[config.mk]
export PLATFORM = sky130hd
export DESIGN_NAME = bsg_packet_rx_csum_len
export DESIGN_NICKNAME = d
export VERILOG_FILES = /design/src/rtl/bsg_packet_rx_pkg.sv /design/src/rtl/bsg_packet_rx_csum_len.sv
export SDC_FILE = /design/constraint.sdc
export NUM_CORES = 1
export LEC_CHECK = 0
export CAP_MARGIN = 20
export CORE_AREA = 2 2 39 41
export CTS_BUF_LIST = sky130_fd_sc_hd__clkbuf_2
export CTS_CLUSTER_DIAMETER = 80
export DETAILED_ROUTE_END_ITERATION = 16
export DIE_AREA = 0 0 41 43
export PLACE_DENSITY = 0.79
export RECOVER_POWER = 25
export SLEW_MARGIN = 20
export SYNTH_ARGS = -nofsm -noshare
export SYNTH_HDL_FRONTEND = slang
export SYNTH_SLANG_ARGS = --single-unit
[constraint.sdc]
create_clock -name clk_i -period 3 [get_ports clk_i]
set_input_delay 0.6 -clock clk_i [delete_from_list [all_inputs] [get_ports clk_i]]
set_output_delay 0.6 -clock clk_i [all_outputs]
set_load 0.03 [all_outputs]
[src/rtl/bsg_packet_rx_pkg.sv]
// Shared types and constants for the packet rx checker and its tx counterpart.
package bsg_packet_rx_pkg;

    typedef enum logic [1:0] {
        e_ok,
        e_csum,
        e_oversize
    } err_cause_e;

    localparam int unsigned CsumSeed = 0;

    // Oversize wins over a bad checksum when both apply; either one marks the packet bad.
    function automatic err_cause_e classify_err(input logic csum_bad, input logic oversize);
        if (oversize) begin
            return e_oversize;
        end
        if (csum_bad) begin
            return e_csum;
        end
        return e_ok;
    endfunction

endpackage

[src/rtl/bsg_packet_rx_csum_len.sv]
// Running XOR checksum and saturating payload-length counter for one packet.
module bsg_packet_rx_csum_len
    import bsg_packet_rx_pkg::*;
#(
    parameter int unsigned width_p      = 8,
    parameter int unsigned max_els_p    = 4,
    parameter int unsigned len_width_lp = $clog2(max_els_p + 2)
) (
    input  logic                    clk_i,
    input  logic                    reset_i,
    input  logic                    clear_i,
    input  logic                    accum_i,
    input  logic [width_p-1:0]      data_i,
    output logic [width_p-1:0]      csum_o,
    output logic [len_width_lp-1:0] len_o
);

    localparam logic [width_p-1:0]      Seed   = width_p'(CsumSeed);
    localparam logic [len_width_lp-1:0] LenSat = len_width_lp'(max_els_p + 1);
    localparam logic [len_width_lp-1:0] LenOne = len_width_lp'(1);

    logic [width_p-1:0]      csum_d, csum_q;
    logic [len_width_lp-1:0] len_d, len_q;

    // Saturating one past the limit keeps any oversize packet flagged exactly once.
    always_comb begin
        csum_d = csum_q;
        len_d  = len_q;
        if (clear_i) begin
            csum_d = Seed;
            len_d  = '0;
        end else if (accum_i) begin
            csum_d = csum_q ^ data_i;
            if (len_q != LenSat) begin
                len_d = len_q + LenOne;
            end
        end
    end

    always_ff @(posedge clk_i) begin
        if (reset_i) begin
            csum_q <= Seed;
            len_q  <= '0;
        end else begin
            csum_q <= csum_d;
            len_q  <= len_d;
        end
    end

    assign csum_o = csum_q;
    assign len_o  = len_q;

endmodule

Word level (Yosys, flattened, before mapping):

Index checks and enable logic that the tools add are counted.

* output and inout bits: 11
* word-level logic and storage cells: 7
* input port bits: 12
* flip-flop bits (word level): 11

* reductions and logical operators: 2
* equal/unequal tests: 1
* add/sub/neg operators: 1
* bitwise gates (word level): 1

Operators with widths (count)
* 8-bit XOR: 1
* 3-bit by 1-bit adder with 3-bit output, second input constant: 1
* 3-bit != test, second input constant: 1
* 2-bit AND reduction: 1
* 2-bit OR reduction: 1

Depth between registers and ports, before layout:

Gate-level depths: netlist of run 1.

* depth in word-level cells: 2
* gate-level depth with buffers: 4
* gate-level depth less buffers: 4

Worst setup path after synthesis of run 1:

OpenSTA, ideal clock, no wires.

* kind: flip-flop to flip-flop
* start point: reg len_q[1], in the netlist len_o[1]
* end point: reg len_q[0], in the netlist len_o[0]
* cell stages (with the launch flop): 5
* data arrival time: 1.284 ns
* buffers on the path: 0
* period minus slack after synthesis: 1.406 ns
* setup time: 0.121 ns
* required time: 2.879 ns
* slack: 1.594 ns
* path through: dfxtp_1 -> inv_1 -> ha_1 -> a21boi_4 -> mux2_4

* cells in the longest elaborated chain, start to end: 2

Ends and longest elaborated chain
* start: declaration: RTL line bsg_packet_rx_csum_len.sv:23 `logic [len_width_lp-1:0] len_d, len_q;`
* start signal: assignment: RTL line bsg_packet_rx_csum_len.sv:46 `len_q <= len_d;`
* 3-bit != test: RTL line bsg_packet_rx_csum_len.sv:34 `if (len_q != LenSat) begin`
* 2-bit AND reduction (no source line)

Every way passes these cells.
A chain may end at the register's enable or synchronous reset.

Final worst setup path of run 1:

* start point: reg len_q[2], in the netlist len_o[2]
* end point: out len_o[2]

RTL lines
* end: declaration: RTL line bsg_packet_rx_csum_len.sv:15 `output logic [len_width_lp-1:0] len_o`

No word-level cell between the ends.

==> results.json, run 1 <==
{
  "run_status": "complete, no violations",
  "place_inst": 88,
  "fmax_mhz": 503,
  "die_h_um": 43,
  "cpMaxStageDelayCell": "clkdlybuf4s50_1",
  "crit_fanout": 4,
  "synthCells": 52,
  "startpoint_type": "flip-flop",
  "cts_num_sinks": 11,
  "yosysMostFrequentCell": "dfxtp_1",
  "switching_share_pct": 26.0,
  "drive_gt1_share_pct": 22.4,
  "max_slew.worst_pin.slew_ps": 583,
  "synth_cell_type_count": 14,
  "pin_count": 23,
  "grt_usage_pct": 13.6,
  "dieArea_um2": 1760,
  "report.final.slew_viol_count": 0,
  "period_needed_ps": 1990,
  "grt_pass1_vias": 391,
  "antennaDiodeCount": 0,
  "drtAntennaViolNets": 0,
  "cp_top_family": "buffers and inverters",
  "fin_skew_ps": 0.147,
  "cts_tree": "built",
  "fin_ws_ps": 1010,
  "cts_hold_buf": 0,
  "synth_area_um2": 568,
  "initial_core_util_pct": 41.0,
  "routed_wl_um": 1100,
  "core_area_um2": 1380,
  "cellPowerDensity_nw_per_um2": 368,
  "numCtsBuffers": 3,
  "crit_type": "reg2out",
  "p_seq_share_pct": 52.2,
  "postSynthAreaPerCell_um2": 10.9,
  "synth_area_leaders": "dfxtp_1, a21bo_2, nand3b_1",
  "fin_total_pwr_mw": 0.295,
  "clkLatencyLatePin_ps": 250,
  "dpl.hpwl_um": 786,
  "ir_drop_mv": 0.185,
  "dr.pass1.iters": 2,
  "worst_hold_slack_ps": 542,
  "syn_nets": 66,
  "yosysSeqAreaShare_pct": 38.8,
  "antenna_found_initial": 0,
  "path_cells": "clkdlybuf4s50_1",
  "post_cts_resized": 0,
  "async_flop_share_pct": 0,
  "p_int_mw": 0.218,
  "switchingPower_mw": 0.0767,
  "drc": 0,
  "cts_max_level": 1,
  "p_clk_share_pct": 28.1,
  "finalHoldViolCount": 0,
  "grt_pass1_wl_um": 1590,
  "path_buf_inv": 1,
  "critPathMaxStageDelay_ps": 700,
  "avgViaCountPerCell": 5.11,
  "route.vias.total": 470,
  "area_growth_pct": 41.2,
  "tns_ps": 0,
  "clk_pin_slew_ps": 100,
  "wl_per_cell_um": 12.0,
  "place_congestion": 0.614,
  "critPathCaptureType": "output pin",
  "crit_arrival_ps": 1390,
  "hold_class": "reg2reg",
  "rsz0062_at_grt": "false",
  "synth_edf_count": 0,
  "rows": 14,
  "yosysTopAreaCellShare_pct": 38.8,
  "synth-seq-cells": 11,
  "yosysTopAreaCell": "dfxtp_1",
  "final_cells": 92,
  "clockBufferDepth": 2,
  "worstPathRequired_ps": 2400,
  "max-slew-margin-rel_pct": 61.1,
  "drt_iter0_drc": 2,
  "drv_cap": 0,
  "finalCritPeriodShare_pct": 66.3,
  "yosys_warnings": 0,
  "numPortBuffers": 22,
  "power.static_leakage_nw": 0.301,
  "post-place-ws_ps": 1060,
  "fillCellCount": 137,
  "synthTopCellsByCount": "dfxtp_1, a21oi_1, a21bo_2, nand3b_1, buf_6",
  "ys.flop_type": "dfxtp_1",
  "grt_max_degree": 20,
  "cts-root-buf": "clkbuf_2",
  "grt-ovfl-total": 0,
  "die_w_um": 41,
  "post_cts_buffers": 0,
  "p_comb_share_pct": 19.7,
  "setup_viol": 0,
  "final_net_count": 91
}
==> state kept, by name (all words and copies together) (netlist names) <==
register and cells:
len_o 3, csum_o 8
==> cells by family after synthesis <==
group | Yosys count | synth area share, %
flops | 11 | 38.8
simple gates | 15 | 19.6
mux | 2 | 5.29
compound gates | 18 | 25.3
fa+ha+maj | 2 | 4.40
buf+inv | 4 | 6.61
==> stage by stage <==
| stage | area (um^2) | util, % |
|---|---|---|
| 2_1_floorplan | 568 | - |
| 3_3_place_gp | 782 | 56.5 |
| 3_5_place_dp | 782 | 56.5 |
| 4_1_cts | 802 | 58.0 |
| 5_1_grt | 802 | 58.0 |
| 6_report | 802 | 58.0 |
==> layer usage <==
metal | track usage, % | vias to the layer above | share of wire, %
met5 | 0 | - | 0
met4 | 8.00 | 0 | 1.2
met3 | 3.66 | 4 | 9.2
met2 | 20.3 | 19 | 45
met1 | 16.5 | 211 | 44
li1 | - | 236 | -
==> cell usage in the layout, fill, tap and decap left out <==
cell type         n
inv_1             1
nor3_2            1
or2_0             1
a21bo_2           8
ha_1              2
dfxtp_1          11
nor3_1            2
a21boi_4          1
dlygate4sd3_1     1
and4b_1           1
a21oi_1           9
clkdlybuf4s50_1  21
buf_4             1
nand3b_1          8
clkbuf_2          4
nor3b_1           2
mux2_4            2
==> path summary, 6_finish.rpt <==
check | end | cells past startpoint | startpoint | slack [ps]
min reg2reg | csum_o[1] | 2 | csum_o[1] | 540
max reg2reg | len_o[0] | 4 | len_o[1] | 1720
min | csum_o[1] | 2 | csum_o[1] | 540
max | len_o[2] | 1 | len_o[2] | 1010
==> cell type report <==
type                            instances  area (um^2)  area share [%]
Inverter                                1         3.75           0.468
Timing Repair Buffer                   23          228            28.4
Clock buffer                            4         20.0            2.50
Multi-Input combinational cell         37          310            38.7
Tap cell                               16         20.0            2.50
Sequential cell                        11          220            27.5
==> power by group through the flow <==
stage | combinational, mW | clock, mW | sequential [mW]
floorplan | 0.0240 | 0 | 0.166
global placement | 0.0575 | 0 | 0.157
detailed placement | 0.0585 | 0 | 0.157
CTS | 0.0589 | 0.0860 | 0.154
global route | 0.0625 | 0.0920 | 0.155
finish | 0.0581 | 0.0829 | 0.154
==> tightest hold or removal path, cell delays in order (launching register included) <==
cell and delay, ps:
dfxtp_1 350, nand3b_1 100, a21oi_1 60
No activity file was read; power rests on OpenSTA's default activity.
==> run 2, diff against run 1 <==
--- a/config.mk
+++ b/config.mk
@@ -6,12 +6,11 @@
 export NUM_CORES = 1
 export LEC_CHECK = 0
 export CAP_MARGIN = 20
-export CORE_AREA = 2 2 39 41
+export CORE_UTILIZATION = 39
 export CTS_BUF_LIST = sky130_fd_sc_hd__clkbuf_2
 export CTS_CLUSTER_DIAMETER = 80
 export DETAILED_ROUTE_END_ITERATION = 16
-export DIE_AREA = 0 0 41 43
-export PLACE_DENSITY = 0.79
+export PLACE_DENSITY = 0.76
 export RECOVER_POWER = 25
 export SLEW_MARGIN = 20
 export SYNTH_ARGS = -nofsm -noshare
==> constraint.sdc (replaced) <==
create_clock -name clk_i -period 1.76 [get_ports clk_i]
set_input_delay 0.352 -clock clk_i [delete_from_list [all_inputs] [get_ports clk_i]]
set_output_delay 0.352 -clock clk_i [all_outputs]
set_load 0.03 [all_outputs]
==> run 2 against run 1 <==
Net effect:
- sequential share of layout area unchanged
- worst setup slack worse by 940 ps
- cell count down 1.1%
- critical path depth unchanged
- highest routed layer unchanged
==> results.json, run 2 (synthesis gave the netlist of run 1 again) <==
{
  "run_status": "complete, no violations",
  "grt_max_degree": 19,
  "core_area_um2": 1330,
  "met3_usage_pct": 5.56,
  "numCtsBuffers": 3,
  "grt_usage_pct": 16.6,
  "die_w_um": 40.2,
  "register_area_um2": 220,
  "fillCellCount": 126,
  "finish.utilization_pct": 60.1,
  "largest_reg_flops": 8,
  "clockBufferDepth": 2,
  "max_slew.worst_pin.slew_ps": 553,
  "finalHoldViolCount": 0,
  "multi_input_comb_area_um2": 310,
  "crit_type": "reg2out",
  "numPortBuffers": 22,
  "place_congestion": 0.667,
  "cts_num_sinks": 11,
  "grt_use_met1_pct": 15.6,
  "clkLatencyLatePin_ps": 240,
  "dieArea_um2": 1610,
  "cts_hold_buf": 0,
  "die_h_um": 40.2,
  "drive_gt1_share_pct": 22.4,
  "avgViaCountPerCell": 5.27,
  "drtAntennaViolNets": 0,
  "crit_arrival_ps": 1340,
  "area_growth_pct": 41.2,
  "cts_max_level": 1,
  "routed_wl_um": 1150,
  "wl_per_cell_um": 12.6,
  "startpoint_type": "flip-flop",
  "worstPathRequired_ps": 1410,
  "initial_core_util_pct": 42.6,
  "clk_pin_slew_ps": 100,
  "fmax_mhz": 591,
  "cts_tree": "built",
  "finalCritPeriodShare_pct": 96.2,
  "route.vias.total": 480,
  "power.static_leakage_nw": 0.322,
  "cp_top_family": "buffers and inverters",
  "setup_viol": 0,
  "drt_iter0_drc": 7,
  "cpMaxStageDelayCell": "clkdlybuf4s50_1",
  "rsz0062_at_grt": "false",
  "grt-ovfl-total": 0,
  "antenna_found_initial": 0,
  "dr.pass1.iters": 4,
  "cts-root-buf": "clkbuf_2",
  "grt_pass1_vias": 437,
  "placed_area_um2": 781,
  "pin_count": 23,
  "grt_pass1_wl_um": 1690,
  "postLayoutCellArea_um2": 802,
  "use_met2_pct": 30.2,
  "report.final.slew_viol_count": 0,
  "final_net_count": 91,
  "crit_fanout": 4,
  "grt.busiest_layer": "met2",
  "path_buf_inv": 1,
  "tns_ps": 0,
  "period_needed_ps": 1690,
  "max-slew-margin-rel_pct": 63.1,
  "ir_drop_mv": 0.259,
  "antennaDiodeCount": 0,
  "drv_cap": 0,
  "fin_skew_ps": 0.180,
  "drc": 0,
  "cellPowerDensity_nw_per_um2": 626,
  "rows": 13,
  "path_cells": "clkdlybuf4s50_1",
  "critPathMaxStageDelay_ps": 690,
  "hold_class": "reg2reg",
  "post_cts_buffers": 0,
  "layout_common_cells": "clkdlybuf4s50_1, dfxtp_1, a21oi_1",
  "final_common_cell": "clkdlybuf4s50_1",
  "critPathCaptureType": "output pin"
}
-- run 2: final timing paths --
check,start,to,slack (ps),depth (start not counted)
min reg2reg,csum_o[7],csum_o[7],540,2
max,len_o[1],len_o[1],70,1
min,csum_o[7],csum_o[7],540,2
max reg2reg,len_o[1],len_o[1],470,4
-- run 2: area by class of cell --
class                           count  area share (%)
Sequential cell                    11            27.5
Multi-Input combinational cell     37            38.7
Clock buffer                        4            2.50
Inverter                            1           0.468
Tap cell                           15            2.34
Timing Repair Buffer               23            28.5
-- run 2: metrics by stage --
step	power, mW	hold slack (ps)	instances	worst slack (ps)
after floorplan	0.323	514	52	354
after global placement	0.365	520	87	279
final	0.502	543	91	67.6
after CTS	0.508	547	91	20.7
after global routing	0.526	567	91	0.845
after detailed placement	0.368	531	87	265
-- run 2: power breakdown --
part           internal (mW)  total, mW  switching [mW]
registers              0.257      0.262         0.00527
clock network         0.0604      0.141          0.0804
logic                 0.0547     0.0996          0.0449
total                  0.372      0.502           0.131
-- run 2: per-layer routing --
layer / vias to the layer above / part of all wire [%]
met5: - / 0
met2: 22 / 49
met3: 2 / 7.6
met4: 0 / 1.0
met1: 218 / 43
li1: 238 / -
-- run 2: repair_timing --
item | CTS | global route
endpoints found under the setup margin | 1 | 1
pin swaps | 0 | 0
gates resized for setup | 1 | 1
==> run 3, diff against run 2 <==
==> constraint.sdc (replaced) <==
create_clock -name clk_i -period 1.5 [get_ports clk_i]
set_input_delay 0.3 -clock clk_i [delete_from_list [all_inputs] [get_ports clk_i]]
set_output_delay 0.3 -clock clk_i [all_outputs]
set_load 0.03 [all_outputs]
==> run 3 against run 2 <==
Net effect:
- count of clock-buffer cells in the layout stayed put
- flip-flop and latch count is the same
- clock skew about the same
- die area unchanged
- cell count up 3.3%
- first-iteration DRC count decreased by 14%
- routed wire length is 0.26% lower
- non-clock buffer count increased by 3
- sequential share of layout area shrank 0.25 points
- via count grew 0.83%
- critical path depth is the same
- combinational power increased by 16%
- largest cell class unchanged
- largest power group unchanged
==> results.json, run 3 (synthesis gave the netlist of run 1 again) <==
{
  "clkLatencyLatePin_ps": 250,
  "ir_drop_mv": 0.368,
  "cp_top_family": "buffers and inverters",
  "layout_common_cells": "dfxtp_1, clkdlybuf4s50_1, dlygate4sd2_1",
  "grt_pass1_vias": 445,
  "report.final.slew_viol_count": 0,
  "drv_cap": 0,
  "avgViaCountPerCell": 5.15,
  "dieArea_um2": 1610,
  "hold_class": "reg2reg",
  "worst_hold_slack_ps": 545,
  "drive_gt1_share_pct": 25.3,
  "period_needed_ps": 1370,
  "crit_arrival_ps": 1070,
  "max_slew.worst_pin.slew_ps": 560,
  "critPathCaptureType": "output pin",
  "multi_input_comb_area_um2": 310,
  "cts_num_sinks": 11,
  "cellPowerDensity_nw_per_um2": 726,
  "crit_type": "reg2out",
  "die_w_um": 40.2,
  "cts_tree": "built",
  "rsz0062_at_grt": "false",
  "clk_pin_slew_ps": 110,
  "initial_core_util_pct": 42.6,
  "largest_reg_flops": 8,
  "fin_total_pwr_mw": 0.588,
  "cpMaxStageDelayCell": "dlygate4sd2_1",
  "power.static_leakage_nw": 0.365,
  "setup_viol": 0,
  "routed_wl_um": 1140,
  "route.vias.total": 484,
  "tns_ps": 0,
  "numCtsBuffers": 3,
  "path_buf_inv": 1,
  "area_growth_pct": 42.5,
  "antenna_found_initial": 0,
  "grt_usage_pct": 17.1,
  "clockBufferDepth": 2,
  "core_area_um2": 1330,
  "worstPathRequired_ps": 1200,
  "dpl.hpwl_um": 858,
  "fmax_mhz": 731,
  "post_cts_buffers": 0,
  "crit_fanout": 4,
  "drtAntennaViolNets": 0,
  "place_congestion": 0.634,
  "fillCellCount": 125,
  "cts_max_level": 1,
  "wl_per_cell_um": 12.1,
  "critPathMaxStageDelay_ps": 420,
  "cts-root-buf": "clkbuf_2",
  "grt_max_degree": 19,
  "path_cells": "dlygate4sd2_1",
  "drc": 0,
  "die_h_um": 40.2,
  "run_status": "complete, no violations",
  "finalCritPeriodShare_pct": 91.1,
  "grt_pass1_wl_um": 1770,
  "drt_iter0_drc": 6,
  "startpoint_type": "flip-flop",
  "max-slew-margin-rel_pct": 62.7,
  "pin_count": 23,
  "fin_skew_ps": 0.118,
  "numPortBuffers": 22,
  "register_area_um2": 220,
  "cts_hold_buf": 0,
  "post_cts_resized": 11,
  "grt-ovfl-total": 0,
  "rows": 13,
  "antennaDiodeCount": 0,
  "finalHoldViolCount": 0,
  "dr.pass1.iters": 2,
  "final_net_count": 94
}
[run 3: area by class of cell]
cell class | instances | share of cell area [%]
timing repair buffer | 26 | 29.2
tap | 15 | 2.32
clock buffer | 4 | 2.47
sequential | 11 | 27.2
multi-input combinational | 37 | 38.3
inverter | 1 | 0.464
[run 3: path summary, 6_finish.rpt]
path | from | end | slack (ps) | depth (start not counted)
min reg2reg | csum_o[3] | csum_o[3] | 550 | 2
min | csum_o[3] | csum_o[3] | 550 | 2
max reg2reg | len_o[0] | len_o[0] | 200 | 4
max | len_o[1] | len_o[1] | 130 | 1
[run 3: power breakdown]
part	switching, mW	internal (mW)
Combinational	0.0544	0.0618
Clock	0.0943	0.0708
Sequential	0.00523	0.301
[run 3: metal layers]
layer / global-route usage [%] / wire, um
met1: 20.2 / 541
met2: 28.2 / 517
met3: 5.00 / 70
met4: 7.76 / 12
met5: 0 / 0
[run 3: metrics by stage]
step / util (%) / cells / cell area [um^2] / worst slack (ps)
after global routing: 60.7 / 94 / 810 / 84.5
after global placement: 60.2 / 90 / 803 / 73.9
after CTS: 60.7 / 94 / 810 / 126
after detailed placement: 60.2 / 90 / 803 / 81.2
after floorplan: - / 52 / 568 / 94.3
final: 60.7 / 94 / 810 / 133
